===== src/rtl/mem_access_master.sv =====
// MEM-stage initiator: turns a single-cycle pipeline load/store into a valid/ready
// request to the data memory, freezing the pipeline until it completes.
// Optional build macro: MEM_ALIGN_CHECK_EN rejects word-unaligned addresses.
module mem_access_master #(
    parameter int DATA_W      = 32,
    parameter int MEM_BASE    = 1024,
    parameter int MEM_BYTES   = 4096,
    parameter int MADDR_W     = 12,
    parameter int TIMEOUT_CYC = 15
) (
    input  logic               clk,
    input  logic               rst,
    input  logic               cmd_valid,
    input  logic               cmd_w_en,
    input  logic               cmd_r_en,
    input  logic [31:0]        cmd_addr,
    input  logic [DATA_W-1:0]  cmd_wdata,
    output logic               freeze,
    output logic               rd_valid,
    output logic [DATA_W-1:0]  rd_data,
    output logic               err,
    output logic               m_valid,
    output logic               m_we,
    output logic [MADDR_W-1:0] m_addr,
    output logic [DATA_W-1:0]  m_wdata,
    input  logic               m_ready,
    input  logic [DATA_W-1:0]  m_rdata
);

    typedef enum logic [1:0] {
        ST_IDLE = 2'd0,
        ST_REQ  = 2'd1,
        ST_RESP = 2'd2
    } state_e;

    localparam logic [31:0] BASE_C     = 32'(MEM_BASE);
    localparam logic [31:0] LAST_OFF_C = 32'(MEM_BYTES - 4);
    localparam logic [7:0]  TO_LAST_C  = 8'(TIMEOUT_CYC - 1);

    state_e               state_q, state_d;
    logic [7:0]           cnt_q, cnt_d;
    logic                 m_valid_q, m_valid_d;
    logic                 m_we_q, m_we_d;
    logic [MADDR_W-1:0]   m_addr_q, m_addr_d;
    logic [DATA_W-1:0]    m_wdata_q, m_wdata_d;
    logic                 rd_valid_q, rd_valid_d;
    logic [DATA_W-1:0]    rd_data_q, rd_data_d;
    logic                 err_q, err_d;
    logic                 freeze_s;
    logic                 mem_cmd_s;
    logic [31:0]          off_s;
    logic                 in_range_s;
    logic                 misalign_s;

    assign mem_cmd_s  = cmd_valid & (cmd_w_en | cmd_r_en);
    assign off_s      = cmd_addr - BASE_C;
    assign in_range_s = (cmd_addr >= BASE_C) && (off_s <= LAST_OFF_C);

`ifdef MEM_ALIGN_CHECK_EN
    assign misalign_s = (cmd_addr[1:0] != 2'b00);
`else
    assign misalign_s = 1'b0;
`endif

    // Next-state, request and response logic for the transaction FSM
    always_comb begin
        state_d    = state_q;
        cnt_d      = cnt_q;
        m_valid_d  = m_valid_q;
        m_we_d     = m_we_q;
        m_addr_d   = m_addr_q;
        m_wdata_d  = m_wdata_q;
        rd_valid_d = 1'b0;
        rd_data_d  = {DATA_W{1'b0}};
        err_d      = 1'b0;
        freeze_s   = 1'b0;
        case (state_q)
            ST_IDLE: begin
                freeze_s = mem_cmd_s;
                cnt_d    = 8'd0;
                if (mem_cmd_s) begin
                    if (in_range_s && !misalign_s) begin
                        m_valid_d = 1'b1;
                        m_we_d    = cmd_w_en;
                        m_addr_d  = off_s[MADDR_W-1:0];
                        m_wdata_d = cmd_wdata;
                        state_d   = ST_REQ;
                    end else begin
                        rd_valid_d = 1'b1;
                        err_d      = 1'b1;
                        state_d    = ST_RESP;
                    end
                end else begin
                    state_d = ST_IDLE;
                end
            end
            ST_REQ: begin
                freeze_s = 1'b1;
                if (m_ready) begin
                    // Stores (including store+load commands) return no data
                    m_valid_d  = 1'b0;
                    rd_valid_d = 1'b1;
                    rd_data_d  = m_we_q ? {DATA_W{1'b0}} : m_rdata;
                    cnt_d      = 8'd0;
                    state_d    = ST_RESP;
                end else if (cnt_q >= TO_LAST_C) begin
                    m_valid_d  = 1'b0;
                    rd_valid_d = 1'b1;
                    err_d      = 1'b1;
                    cnt_d      = 8'd0;
                    state_d    = ST_RESP;
                end else begin
                    cnt_d = cnt_q + 8'd1;
                end
            end
            ST_RESP: begin
                freeze_s = 1'b0;
                cnt_d    = 8'd0;
                state_d  = ST_IDLE;
            end
            default: begin
                m_valid_d = 1'b0;
                cnt_d     = 8'd0;
                state_d   = ST_IDLE;
            end
        endcase
    end

    // State and output registers with asynchronous reset
    always_ff @(posedge clk or posedge rst) begin
        if (rst) begin
            state_q    <= ST_IDLE;
            cnt_q      <= 8'd0;
            m_valid_q  <= 1'b0;
            m_we_q     <= 1'b0;
            m_addr_q   <= {MADDR_W{1'b0}};
            m_wdata_q  <= {DATA_W{1'b0}};
            rd_valid_q <= 1'b0;
            rd_data_q  <= {DATA_W{1'b0}};
            err_q      <= 1'b0;
        end else begin
            state_q    <= state_d;
            cnt_q      <= cnt_d;
            m_valid_q  <= m_valid_d;
            m_we_q     <= m_we_d;
            m_addr_q   <= m_addr_d;
            m_wdata_q  <= m_wdata_d;
            rd_valid_q <= rd_valid_d;
            rd_data_q  <= rd_data_d;
            err_q      <= err_d;
        end
    end

    // The IDLE-state freeze follows the command combinationally, so gate it with reset
    assign freeze   = freeze_s & ~rst;
    assign rd_valid = rd_valid_q;
    assign rd_data  = rd_data_q;
    assign err      = err_q;
    assign m_valid  = m_valid_q;
    assign m_we     = m_we_q;
    assign m_addr   = m_addr_q;
    assign m_wdata  = m_wdata_q;

endmodule


===== config.mk =====
export PLATFORM = sky130hd
export DESIGN_NAME = mem_access_master
export DESIGN_NICKNAME = d
export VERILOG_FILES = /design/src/rtl/mem_access_master.sv
export SDC_FILE = /design/constraint.sdc
export NUM_CORES = 1
export LEC_CHECK = 0
export CORE_AREA = 8 8 116 97
export DETAILED_ROUTE_END_ITERATION = 10
export DIE_AREA = 0 0 124 105
export HOLD_SLACK_MARGIN = 0.06
export PLACE_DENSITY_LB_ADDON = 0.25
export SYNTH_ARGS = -nofsm -noshare
export SYNTH_HDL_FRONTEND = slang
export SYNTH_SLANG_ARGS = --single-unit

===== constraint.sdc =====
create_clock -name clk -period 4 [get_ports clk]
set_input_delay 1 -clock clk [delete_from_list [all_inputs] [get_ports clk]]
set_output_delay 1 -clock clk [all_outputs]
set_load 0.02 [all_outputs]

==> results of run 1 <==
## per-layer routing
layer | track usage (%) | vias to the layer above | share of wire [%]
li1 | - | 1265 | -
met4 | 4.07 | 0 | 1.1
met1 | 18.2 | 1332 | 39
met3 | 6.62 | 12 | 9.9
met2 | 26.9 | 104 | 50
met5 | 0 | - | 0
## kinds of logic after synthesis
group                    Yosys count  synth area share [%]
AO/OA/AOI/OAI                     20                  3.66
XOR/XNOR                           5                  1.20
adder cells (fa/ha/maj)            4                  1.37
buffers and inverters             16                  2.49
flip-flops                        90                  61.5
multiplexers                      45                  16.6
other                              1                 0.102
AND/OR/NAND/NOR                   76                  13.1
## layout by cell type, fill, tap and decap left out, types with 4 or more instances in the layout
cell type          n
dfrtp_1           90
nor3_1             7
buf_4              4
nand3_1            4
inv_1              5
clkbuf_16          9
clkdlybuf4s50_1  182
o21ai_0            6
and2_1            32
ha_1               4
mux2_2            17
nor2_1            10
mux2_4            27
## flip-flops by register name, indices dropped and copies added (netlist names)
| signal | count |
|---|---|
| cnt_q | 8 |
| rd_data | 32 |
| m_we | 1 |
| err | 1 |
| m_valid | 1 |
| m_wdata | 32 |
| rd_valid | 1 |
| state_q | 2 |
| m_addr | 12 |
## critical path, delay by kind of cell
kind | cells | cell delay [ns]
buffers and inverters | 2 | 1.17
AO/OA/AOI/OAI | 2 | 0.39
## per-stage QoR
stage | power, mW | worst slack [ns] | utilization [%] | hold WS, ns
global placement | 1.09 | 0.328 | 60.1 | 0.465
detailed placement | 1.09 | 0.266 | 60.1 | 0.489
global route | 1.98 | 0.385 | 63.3 | 0.526
floorplan | 0.967 | 0.665 | - | 0.454
finish | 1.91 | 0.437 | 63.3 | 0.494
CTS | 1.93 | 0.431 | 63.3 | 0.506
## layout make-up
class | count | area [um2] | share of cell area [%]
Sequential cell | 90 | 2250 | 38.0
Timing Repair Buffer | 187 | 1870 | 31.6
Multi-Input combinational cell | 153 | 1340 | 22.6
Clock buffer | 10 | 229 | 3.86
Tap cell | 119 | 149 | 2.51
Clock inverter | 6 | 65.1 | 1.10
Inverter | 6 | 23.8 | 0.401
## worst paths after layout
check,endpoint,slack [ns],cells past startpoint
setup / recovery,freeze,0.44,4
hold reg to reg,m_valid,0.49,1
setup reg to reg,m_addr[9],1.98,4
max in group asynchronous,m_wdata[11],2.05,3
hold / removal,m_valid,0.49,1
min in group asynchronous,rd_valid,1.10,2
## power by group
group | total [mW] | internal, mW | switching [mW]
Clock | 0.835 | 0.486 | 0.349
Combinational | 0.156 | 0.101 | 0.0551
Sequential | 0.915 | 0.914 | 0.00146
==> impl_metrics.ini, run 1 <==
[setup_path]
cpMostUsedCell = clkdlybuf4s50_1
cp.arrival_ns = 2.56
criticalPathCategory = in2out
cpPeakStageDelay_ns = 0.66
cpMaxStageDelayCell = clkdlybuf4s50_1
critPathMaxFanout = 2
cp-start-kind = input port
crit_path_end_kind = primary output
worstPathCellList = clkdlybuf4s50_1 -> o21ai_0 -> a211oi_1 -> clkdlybuf4s50_1
cp.required_ns = 3.00
cp-startpoint = cmd_w_en
r2r-start = state_q[0]

[synth]
synthArstFlopShare_pct = 100
yosysUniqueCellTypes = 41
synth_top_cells_by_count = dfrtp_1, and2_1, mux2_4
syn_inst = 257
yosys-top-cells-area = dfrtp_1, mux2_4, and2_1, mux2_2, ha_1
synth_most_common_cell = dfrtp_1
yosysWarnings = 0
synth_top_flop_cell = dfrtp_1
syn-cell-area_um2 = 3660
synth.avg_cell_area_um2 = 14.2
synth_largest_type_area_fraction_pct = 61.5
ys_seq_elements = 90
synth_area_leader_cell = dfrtp_1
synth_edf_count = 0
ys_seq_area_share_pct = 61.5

[drt]
vias_per_cell = 4.75
antenna_left = 0
avgRoutedWirePerCell_um = 17.8
via_count = 2713
totalWireLength_um = 10200
route.detailed.drc = 0
first_iter_violations = 171
drt-pass1-iter-count = 4

[clocking]
cts_sinks = 90
cts_buffers = 9
cts_max_path_buffers = 2
hold_buffers = 0
clockRootBuffer = clkbuf_16
cts_resized = 0
cts_tree = built
path_clk_slew_ns = 0.07
cts-htree-levels = 3
post-cts-setup-buffers = 0
clock_latency_ns = 0.34

[timing]
hold_viol = 0
fmax_mhz = 281
grt_setup_unrepaired = no
setup_tns_ns = 0
setup_viol = 0
period_needed_ns = 3.56
slew_headroom_pct = 54.0
period_share_pct = 89.1
finalMaxSlewViolations = 0
tightest_slew_ns = 0.689
fin_skew_ns = 0.00557

[final_layout]
drive_gt1_share_pct = 15.5
diodes = 0
final_cell_area_um2 = 5930
finalNonFillerCells = 571
fin_nets = 553
nFillCells = 737
area_growth_pct = 62.0

[worst_hold_path]
hp-class = reg2reg
hp-start = m_valid

[placed_design]
dpl.cell_count = 555
post_dp_cell_area_um2 = 5640
port_buffers = 182
hpwlAfterDp_um = 7930
gp_congestion = 0.916

[grt]
grt.overflow.total = 0
grt_pass1_wl_um = 16300
track_usage_pct = 15.9
grt_max_degree = 43
grt_pass1_vias = 3005
antenna_found_initial = 0

[power_and_ir_drop]
ir_drop_mv = 0.221
pwr_density_cell_nw_per_um2 = 322
p_leak_nw = 2.64

[floorplanning]
initial_core_util_pct = 39.1
fp.dieW_um = 124
core-area_um2 = 9370
row_count = 32
die_y_um = 105
num_io_pins = 183
dieArea_um2 = 13000

[status]
status = completed

[run]
cap_violations = 0
Note: power is estimated with default switching activity, not from simulation.
==> run 2, diff against run 1 <==
--- a/config.mk
+++ b/config.mk
@@ -5,9 +5,11 @@
 export SDC_FILE = /design/constraint.sdc
 export NUM_CORES = 1
 export LEC_CHECK = 0
-export CORE_AREA = 8 8 116 97
+export CELL_PAD_IN_SITES_DETAIL_PLACEMENT = 2
+export CELL_PAD_IN_SITES_GLOBAL_PLACEMENT = 2
+export CORE_AREA = 8 8 145 120
 export DETAILED_ROUTE_END_ITERATION = 10
-export DIE_AREA = 0 0 124 105
+export DIE_AREA = 0 0 153 128
 export HOLD_SLACK_MARGIN = 0.06
 export PLACE_DENSITY_LB_ADDON = 0.25
 export SYNTH_ARGS = -nofsm -noshare
==> run 2 against run 1 <==
  * Maximum frequency grew 2.1%
  * Final area grew 2.0%
  * Largest cell class unchanged
  * Sequential power is essentially flat
  * Largest power group unchanged
  * Clock skew is essentially flat
  * Highest routed layer unchanged
  * Wire length grew 21%
  * Clock power grew 4.4%
  * Critical path type is now in2reg
  * Via count grew 2.2%
==> impl_metrics.ini, run 2 (same netlist as run 1, synthesis figures left out) <==
[status]
status = completed

[drt]
route.detailed.drc = 0
first_iter_violations = 100
via_count = 2772
vias_per_cell = 4.30
avgRoutedWirePerCell_um = 19.0
totalWireLength_um = 12300
drt-pass1-iter-count = 4
antenna_left = 0

[setup_path]
cp.depth = 10
crit_path_end_kind = flop
critPathMaxFanout = 39
cp.required_ns = 4.22
cp-startpoint = cmd_addr[10]
criticalPathCategory = in2reg
worstPathCellList = clkdlybuf4s50_1 -> inv_1 -> ha_1 -> xnor2_1 -> nand4_1 -> nor3_1 -> o2111ai_1 -> nor4_4 -> buf_12 -> mux2_2
cp_top_family = buffers and inverters
reg2reg_depth = 4
cpMaxStageDelayCell = clkdlybuf4s50_1
cp.arrival_ns = 3.71
cpPeakStageDelay_ns = 0.54
cp_num_buf_inv = 3
r2r-start = state_q[0]
cp-start-kind = input port

[timing]
fmax_mhz = 286
period_needed_ns = 3.49
tightest_slew_ns = 0.879
setup_viol = 0
setup_tns_ns = 0
hold_viol = 0
finalMaxSlewViolations = 0
grt_setup_unrepaired = no
fin_skew_ns = 0.00563
period_share_pct = 87.3
slew_headroom_pct = 41.4

[clocking]
cts_resized = 0
cts-htree-levels = 3
post-cts-setup-buffers = 0
hold_buffers = 0
cts_max_path_buffers = 2
cts_buffers = 9
path_clk_slew_ns = 0.06
cts_sinks = 90
clockRootBuffer = clkbuf_16
cts_tree = built
clock_latency_ns = 0.34

[grt]
grt_max_degree = 49
antenna_found_initial = 0
grt_pass1_vias = 3259
track_usage_pct = 12.9
grt_pass1_wl_um = 19500
grt.overflow.total = 0

[final_layout]
diodes = 0
fin_nets = 553
layout_commonest_cell = clkdlybuf4s50_1
drive_gt1_share_pct = 15.5
final_cell_mix = clkdlybuf4s50_1, dfrtp_1, and2_1
area_growth_pct = 65.2

[worst_hold_path]
hold_path_depth = 1
hp-class = reg2reg
hp-start = m_valid

[floorplanning]
core-area_um2 = 15200
num_io_pins = 183
initial_core_util_pct = 24.0
row_count = 41
die_y_um = 128
dieArea_um2 = 19600
fp.dieW_um = 153

[placed_design]
hpwlAfterDp_um = 9590
gp_congestion = 0.756
port_buffers = 182

[power_and_ir_drop]
ir_drop_mv = 0.195
pwr_density_cell_nw_per_um2 = 322
power_mw = 1.95
p_leak_nw = 2.64

[run]
cap_violations = 0
[run 2: changes by cell type in the layout (fill, tap and decap cells not counted)]
cell	before	now
inv_6	2	0
buf_4	4	3
clkinvlp_4	1	2
clkbuf_8	0	2
buf_12	1	2
clkinv_2	3	2
[run 2: per-layer routing]
layer / vias up / GRT usage, % / wire length (um)
li1: 1257 / - / -
met1: 1392 / 14.7 / 5130
met2: 110 / 21.2 / 5850
met3: 13 / 6.70 / 1190
met4: 0 / 3.14 / 113
met5: - / 0 / 0
[run 2: where the power goes]
group	internal (mW)	switching, mW
registers	0.914	0.00184
clock network	0.518	0.354
logic	0.103	0.0574
[run 2: per-stage QoR]
| stage | hold slack (ns) | cell area [um2] | util [%] | std cells | worst slack, ns |
|---|---|---|---|---|---|
| 6_report | 0.488 | 6050 | 39.7 | 645 | 0.509 |
| 4_1_cts | 0.497 | 6050 | 39.7 | 645 | 0.431 |
| 3_3_place_gp | 0.472 | 5740 | 37.7 | 629 | 0.193 |
| 3_5_place_dp | 0.481 | 5740 | 37.7 | 629 | 0.0596 |
| 5_1_grt | 0.522 | 6050 | 39.7 | 645 | 0.239 |
| 2_1_floorplan | 0.454 | 3670 | - | 259 | 0.665 |
[run 2: final cells by class]
class	instances	area, um2
clock buffer	12	256
clock inverter	4	50.0
sequential	90	2250
inverter	6	23.8
fill	1536	9190
timing repair buffer	187	1880
multi-input combinational	153	1340
tap	193	241
[run 2: worst register-to-register path, cell delays in order, from the launching register on]
cell	delay, ns
dfrtp_1	0.41
or3_1	0.48
nor4_4	0.32
buf_12	0.31
mux2_2	0.39
[run 2: final timing paths]
check / endpoint / slack (ns)
max reg2reg: m_addr[8] / 1.97
max in group asynchronous: m_addr[10] / 2.14
min reg2reg: m_valid / 0.49
max: m_addr[8] / 0.51
min: m_valid / 0.49
min in group asynchronous: rd_valid / 1.17
